**config.mk**
```make
export PLATFORM = sky130hd
export DESIGN_NAME = mem_controller
export DESIGN_NICKNAME = d
export VERILOG_FILES = /design/src/rtl/mem_controller.sv
export SDC_FILE = /design/constraint.sdc
export NUM_CORES = 1
export LEC_CHECK = 0
export ABC_AREA = 0
export CORE_MARGIN = 2
export CORE_UTILIZATION = 48
export CTS_BUF_LIST = sky130_fd_sc_hd__clkbuf_2
export DETAILED_ROUTE_END_ITERATION = 12
export DONT_BUFFER_PORTS = 1
export HOLD_SLACK_MARGIN = 0.08
export PLACE_DENSITY = 0.65
export SLEW_MARGIN = 40
export SYNTH_ARGS = -nofsm -noshare
export SYNTH_HDL_FRONTEND = slang
export SYNTH_SLANG_ARGS = --single-unit
```
**constraint.sdc**
```tcl
create_clock -name mc_clk -period 3.76 [get_ports mc_clk]
set_clock_uncertainty 0.05 [all_clocks]
set_input_delay 0.94 -clock mc_clk [delete_from_list [all_inputs] [get_ports mc_clk]]
set_output_delay 0.94 -clock mc_clk [all_outputs]
set_load 0.01 [all_outputs]
```
**src/rtl/mem_controller.sv**
```systemverilog
// rtl/mem_controller.sv - block store / chunked transfer memory controller (optional mc_err via MC_ERR_EN)
module mem_controller #(
    parameter int DATA_W = 8,
    parameter int DEPTH  = 64,
    parameter int CHUNK  = 4
) (
    input  logic                      mc_clk,
    input  logic                      mc_reset,
    input  logic [2:0]                mc_data_contition,
    input  logic [5:0]                mc_data_length,
    input  logic [DATA_W-1:0]         mc_data_in,
    input  logic                      mc_data_in_valid,
    output logic                      mc_data_in_ready,
    output logic                      mc_done,
    output logic                      mc_data_done,
    output logic [DATA_W*CHUNK-1:0]   mc_reg_data,
    output logic [2:0]                mc_reg_count
`ifdef MC_ERR_EN
    ,
    output logic                      mc_err
`endif
);

    localparam logic [2:0] OP_NONE  = 3'b000;
    localparam logic [2:0] OP_XFER  = 3'b010;
    localparam logic [2:0] OP_STORE = 3'b100;

    typedef enum logic [1:0] {
        M_IDLE,
        M_STORE,
        M_XFER,
        M_HOLD
    } state_t;

    state_t                    state_q, state_d;
    logic [5:0]                len_q, len_d;
    logic [5:0]                wr_ptr_q, wr_ptr_d;
    logic [5:0]                rd_ptr_q, rd_ptr_d;
    logic [5:0]                cnt_q, cnt_d;
    logic [DATA_W*CHUNK-1:0]   xbuf_q, xbuf_d;
    logic [DATA_W*CHUNK-1:0]   reg_data_q, reg_data_d;
    logic [2:0]                reg_count_q, reg_count_d;
    logic                      done_q, done_d;
    logic                      data_done_q, data_done_d;
    logic                      ready_q, ready_d;

    // Memory array is deliberately never reset
    logic [DATA_W-1:0]         mem [DEPTH];
    logic                      mem_wr_en;

    // Words still owed to the core, and the size of the next chunk
    logic [5:0]                remain;
    logic [5:0]                n_words;
    logic [5:0]                rd_addr;
    logic [5:0]                rd_end;

    assign remain  = len_q - rd_ptr_q;
    assign n_words = (remain > 6'(CHUNK)) ? 6'(CHUNK) : remain;
    assign rd_addr = rd_ptr_q + cnt_q;
    assign rd_end  = rd_ptr_q + n_words;

    // Next-state and next-output computation for the whole controller
    always_comb begin
        state_d     = state_q;
        len_d       = len_q;
        wr_ptr_d    = wr_ptr_q;
        rd_ptr_d    = rd_ptr_q;
        cnt_d       = cnt_q;
        xbuf_d      = xbuf_q;
        reg_data_d  = reg_data_q;
        reg_count_d = reg_count_q;
        done_d      = 1'b0;
        data_done_d = data_done_q;
        mem_wr_en   = 1'b0;

        case (state_q)
            M_IDLE: begin
                case (mc_data_contition)
                    OP_STORE: begin
                        len_d       = mc_data_length;
                        wr_ptr_d    = '0;
                        rd_ptr_d    = '0;
                        data_done_d = 1'b0;
                        state_d     = M_STORE;
                    end
                    OP_XFER: begin
                        cnt_d   = '0;
                        xbuf_d  = '0;
                        state_d = M_XFER;
                    end
                    OP_NONE: begin
                        rd_ptr_d    = '0;
                        data_done_d = 1'b0;
                    end
                    default: ;
                endcase
            end
            M_STORE: begin
                if (mc_data_contition != OP_STORE) begin
                    state_d = M_IDLE;
                end else if (wr_ptr_q == len_q) begin
                    done_d  = 1'b1;
                    state_d = M_HOLD;
                end else if (mc_data_in_valid && ready_q) begin
                    mem_wr_en = 1'b1;
                    wr_ptr_d  = wr_ptr_q + 6'd1;
                end
            end
            M_XFER: begin
                if (mc_data_contition != OP_XFER) begin
                    state_d = M_IDLE;
                end else if (cnt_q == n_words) begin
                    // Last read has landed in the staging buffer; publish it
                    done_d      = 1'b1;
                    reg_data_d  = xbuf_q;
                    reg_count_d = n_words[2:0];
                    rd_ptr_d    = rd_end;
                    if (rd_end == len_q) begin
                        data_done_d = 1'b1;
                    end
                    state_d = M_HOLD;
                end else begin
                    xbuf_d[cnt_q*DATA_W +: DATA_W] = mem[rd_addr];
                    cnt_d = cnt_q + 6'd1;
                end
            end
            M_HOLD: begin
                state_d = M_IDLE;
            end
            default: begin
                state_d = M_IDLE;
            end
        endcase

        ready_d = (state_d == M_STORE) && (wr_ptr_d < len_d);
    end

    // Controller state and registered outputs
    always_ff @(posedge mc_clk or posedge mc_reset) begin
        if (mc_reset) begin
            state_q     <= M_IDLE;
            len_q       <= '0;
            wr_ptr_q    <= '0;
            rd_ptr_q    <= '0;
            cnt_q       <= '0;
            xbuf_q      <= '0;
            reg_data_q  <= '0;
            reg_count_q <= '0;
            done_q      <= 1'b0;
            data_done_q <= 1'b0;
            ready_q     <= 1'b0;
        end else begin
            state_q     <= state_d;
            len_q       <= len_d;
            wr_ptr_q    <= wr_ptr_d;
            rd_ptr_q    <= rd_ptr_d;
            cnt_q       <= cnt_d;
            xbuf_q      <= xbuf_d;
            reg_data_q  <= reg_data_d;
            reg_count_q <= reg_count_d;
            done_q      <= done_d;
            data_done_q <= data_done_d;
            ready_q     <= ready_d;
        end
    end

    // Store path write port
    always_ff @(posedge mc_clk) begin
        if (mem_wr_en) begin
            mem[wr_ptr_q] <= mc_data_in;
        end
    end

    assign mc_data_in_ready = ready_q;
    assign mc_done          = done_q;
    assign mc_data_done     = data_done_q;
    assign mc_reg_data      = reg_data_q;
    assign mc_reg_count     = reg_count_q;

`ifdef MC_ERR_EN
    logic err_q, err_d;
    logic abort;

    assign abort = ((state_q == M_STORE) && (mc_data_contition != OP_STORE)) ||
                   ((state_q == M_XFER)  && (mc_data_contition != OP_XFER));

    // Sticky error: aborted operation or data offered while not ready
    always_comb begin
        err_d = err_q | abort |
                (mc_data_in_valid && !ready_q && (state_q != M_IDLE));
    end

    // Error flag register, cleared only by reset
    always_ff @(posedge mc_clk or posedge mc_reset) begin
        if (mc_reset) begin
            err_q <= 1'b0;
        end else begin
            err_q <= err_d;
        end
    end

    assign mc_err = err_q;
`endif

endmodule
```
==> metrics.txt <==
register area between 15000 and 20000 um2; GRT overflow 0; Worst-path clk slew 0.09 ns; placer congestion estimate 0.845; Cells after Synth around 1300; Post-synth ARST share 15.8%; Critical Path AT 4.91 ns; Tightest Pin Transition about 0.8 ns; Post-DRT Antenna Nets 0; Synth area leader edfxtp_1; setup ws final -0.138 ns; Main synth FF type edfxtp_1; H-tree levels 4; sequential area share after synthesis 71.5%; vias in the first global route 13900; PwrDens 826 nW/um2; Startpoint Class flop; wire per inst 24.0 um; Clock Sinks 608; Final Hold Vio Count 0; outcome complete, but fails checks; DR DRC count 0; failing checks setup timing; DRT iter0 DRCs 1174; maximum clock rate 257 MHz; Synth top area share 61.8%; clock network power share 17.6%; post-layout util 57.1%; largest net degree at the start of global routing 65; Yosys cell types 62; fin nets 1657; DR pass1 iterations 5; Avg Vias per Cell 5.65; post-layout min period 3.90 ns; Worst EP required 4.77 ns; detailed placement HPWL 35.0 mm; Max Cap Viol 0; final setup violation count 24; Setup Crit Path Kind flop to flop; critical path endpoint category flop; CP Max Fanout 8; # rows 83; top cells by area, synth edfxtp_1 62%, mux4_2 14%, dfrtp_1 9.7%; Post-synth EDFFs 512; antenna violations before repair 1; CTS Root Cell clkbuf_2; area occupied by multi-input gates 7020 um2; first-pass GRT wire length 85.9 mm; Reg power frac 31.7%; via count 13500; Die Y 232 um; PortBufs 0; die width 232 um; core area 51300 um2; Final Slew Violations 0; Filler cells 3983; worst-case clock buffer depth 3; CTS tree yes; IO Count 58; RSZ-0062 raised after global routing yes; Hold Path Class input pin to async pin; Initial Util about half; total track usage 22.0%; switch share 35.3%; total CTS buffers ~150; Power Internal between 15 and 20 mW; register bit total from synthesis 608; VDD IR max 495 uV; Synth Area per Inst between 15 and 20 um2; YS warnings 0; Lkg Pwr between 10 and 15 nW; synthesis-to-layout area growth 17.9%; Final period util 104%; pre-CTS WS -0.143 ns; DRT Wirelength about 57 mm; Comb power frac between 50% and 60%; clk_lat worst skew 1.24 ns; Psw 8.54 mW; share of cells above drive strength 1 approximately 40%; Mapped Area roughly 25000 um2; Die Area between 50000 and 60000 um2; slew margin rel. between 40 and 50%
==> state kept, by name (all words and copies together) (netlist names) <==
signal / cells
rd_ptr_q: 6
cnt_q: 6
mc_done: 1
mc_reg_data: 32
xbuf_q: 32
mem: 512
state_q: 2
mc_data_in_ready: 1
len_q: 6
mc_data_done: 1
mc_reg_count: 3
wr_ptr_q: 6
==> cell type report <==
type / instances / share of cell area (%)
diodes: 1 / 0.00854
clock buffers: 220 / 3.76
clock inverters: 39 / 0.760
inverters: 27 / 0.363
multi-input cells: 603 / 23.9
flip-flops and latches: 608 / 60.6
well taps: 680 / 2.90
repair buffers: 216 / 7.62
==> synth_stat cells, types with 3 or more instances <==
library cell / instances
and3_1: 6
fa_1: 3
mux4_2: 160
a31oi_1: 4
buf_2: 5
nor3b_1: 4
xor2_1: 10
a22o_1: 8
dfrtp_1: 96
or3_1: 8
mux2_2: 44
nor2b_1: 5
buf_1: 16
nand4_1: 5
nor3_1: 9
o21ai_0: 19
nor2_1: 85
edfxtp_1: 512
xnor2_1: 19
o2bb2ai_1: 10
clkbuf_1: 41
nand2_1: 55
a21oi_1: 13
mux2i_1: 38
ha_1: 26
inv_1: 27
and2_1: 6
nand3_1: 18
o211a_1: 3
a21o_1: 7
==> metrics by stage <==
stage	total power, mW	instances	hold slack, ns	instance area, um2	TNS, ns
2_1_floorplan	14.3	1300	0.401	24900	-0.0550
5_1_grt	25.5	2394	0.124	29300	-2.16
3_5_place_dp	18.5	2081	0.420	27000	-1.57
4_1_cts	23.3	2370	0.0904	28800	-0.211
3_3_place_gp	18.4	2081	0.420	27000	-0.636
6_report	24.2	2394	0.203	29300	-1.25
==> placed cells by master (no fill, tap or decap), types with 23 or more instances in the layout <==
cell type	count
buf_4	140
mux2i_1	37
mux2_2	37
ha_1	23
inv_1	25
nor2_1	83
edfxtp_1	512
clkinv_1	28
buf_6	26
mux4_2	160
nand2_1	53
clkbuf_2	220
dfrtp_1	94
==> cells by family after synthesis <==
| logic type | synth area share [%] |
|---|---|
| flops | 71.5 |
| xor+xnor | 1.09 |
| compound gates | 2.49 |
| simple gates | 3.99 |
| fa+ha+maj | 1.55 |
| mux | 18.0 |
| other cells | 0.0151 |
| buf+inv | 1.37 |
==> worst max-delay path: stages, from the launching register on <==
cell	delay [ns]
dfrtp_2	0.44
buf_6	0.12
buf_6	0.12
ha_4	0.16
fa_4	0.95
buf_12	0.21
buf_6	0.12
mux4_2	0.34
mux4_2	0.55
mux2_4	0.31
o21ai_4	0.17
buf_6	0.14
mux2i_1	0.08
==> timing repair <==
item | in CTS | in global routing
hold buffers | 28 | 0
endpoints found under the setup margin | 18 | 33
gates resized for setup | 17 | 58
endpoints found under the hold margin | 621 | 0
pin swaps | 1 | 5
cloned | 2 | 4
setup buffers | 0 | 19
==> power groups by stage <==
stage | sequential (mW) | combinational [mW] | clock [mW]
2_1_floorplan | 7.78 | 6.56 | 0
3_3_place_gp | 7.81 | 10.6 | 0
3_5_place_dp | 7.82 | 10.7 | 0
4_1_cts | 7.67 | 11.2 | 4.43
5_1_grt | 7.70 | 13.0 | 4.81
6_report | 7.67 | 12.3 | 4.27
==> path summary, 6_finish.rpt <==
check | start | endpoint | slack [ns] | cells after the start
worst max-delay path | rd_ptr_q[0] | xbuf_q[5] | -0.14 | 12
worst min-delay path | mc_reset | mc_reg_data[7] | 0.20 | 2
worst max register to register | rd_ptr_q[0] | xbuf_q[5] | -0.14 | 12
worst min register to register | xbuf_q[30] | mc_reg_data[30] | 0.43 | 1
max in group asynchronous | mc_reset | rd_ptr_q[3] | 2.78 | 3
min in group mc_clk | mc_data_contition[2] | state_q[0] | 0.31 | 5
==> routing by layer <==
metal / routed length, um / up-vias / track usage, %
li1: - / 5945 / -
met1: 24100 / 6963 / 30.2
met2: 27600 / 545 / 34.1
met3: 4610 / 63 / 5.91
met4: 1030 / 0 / 8.17
met5: 0 / - / 0
Note: power is estimated with default switching activity, not from simulation.
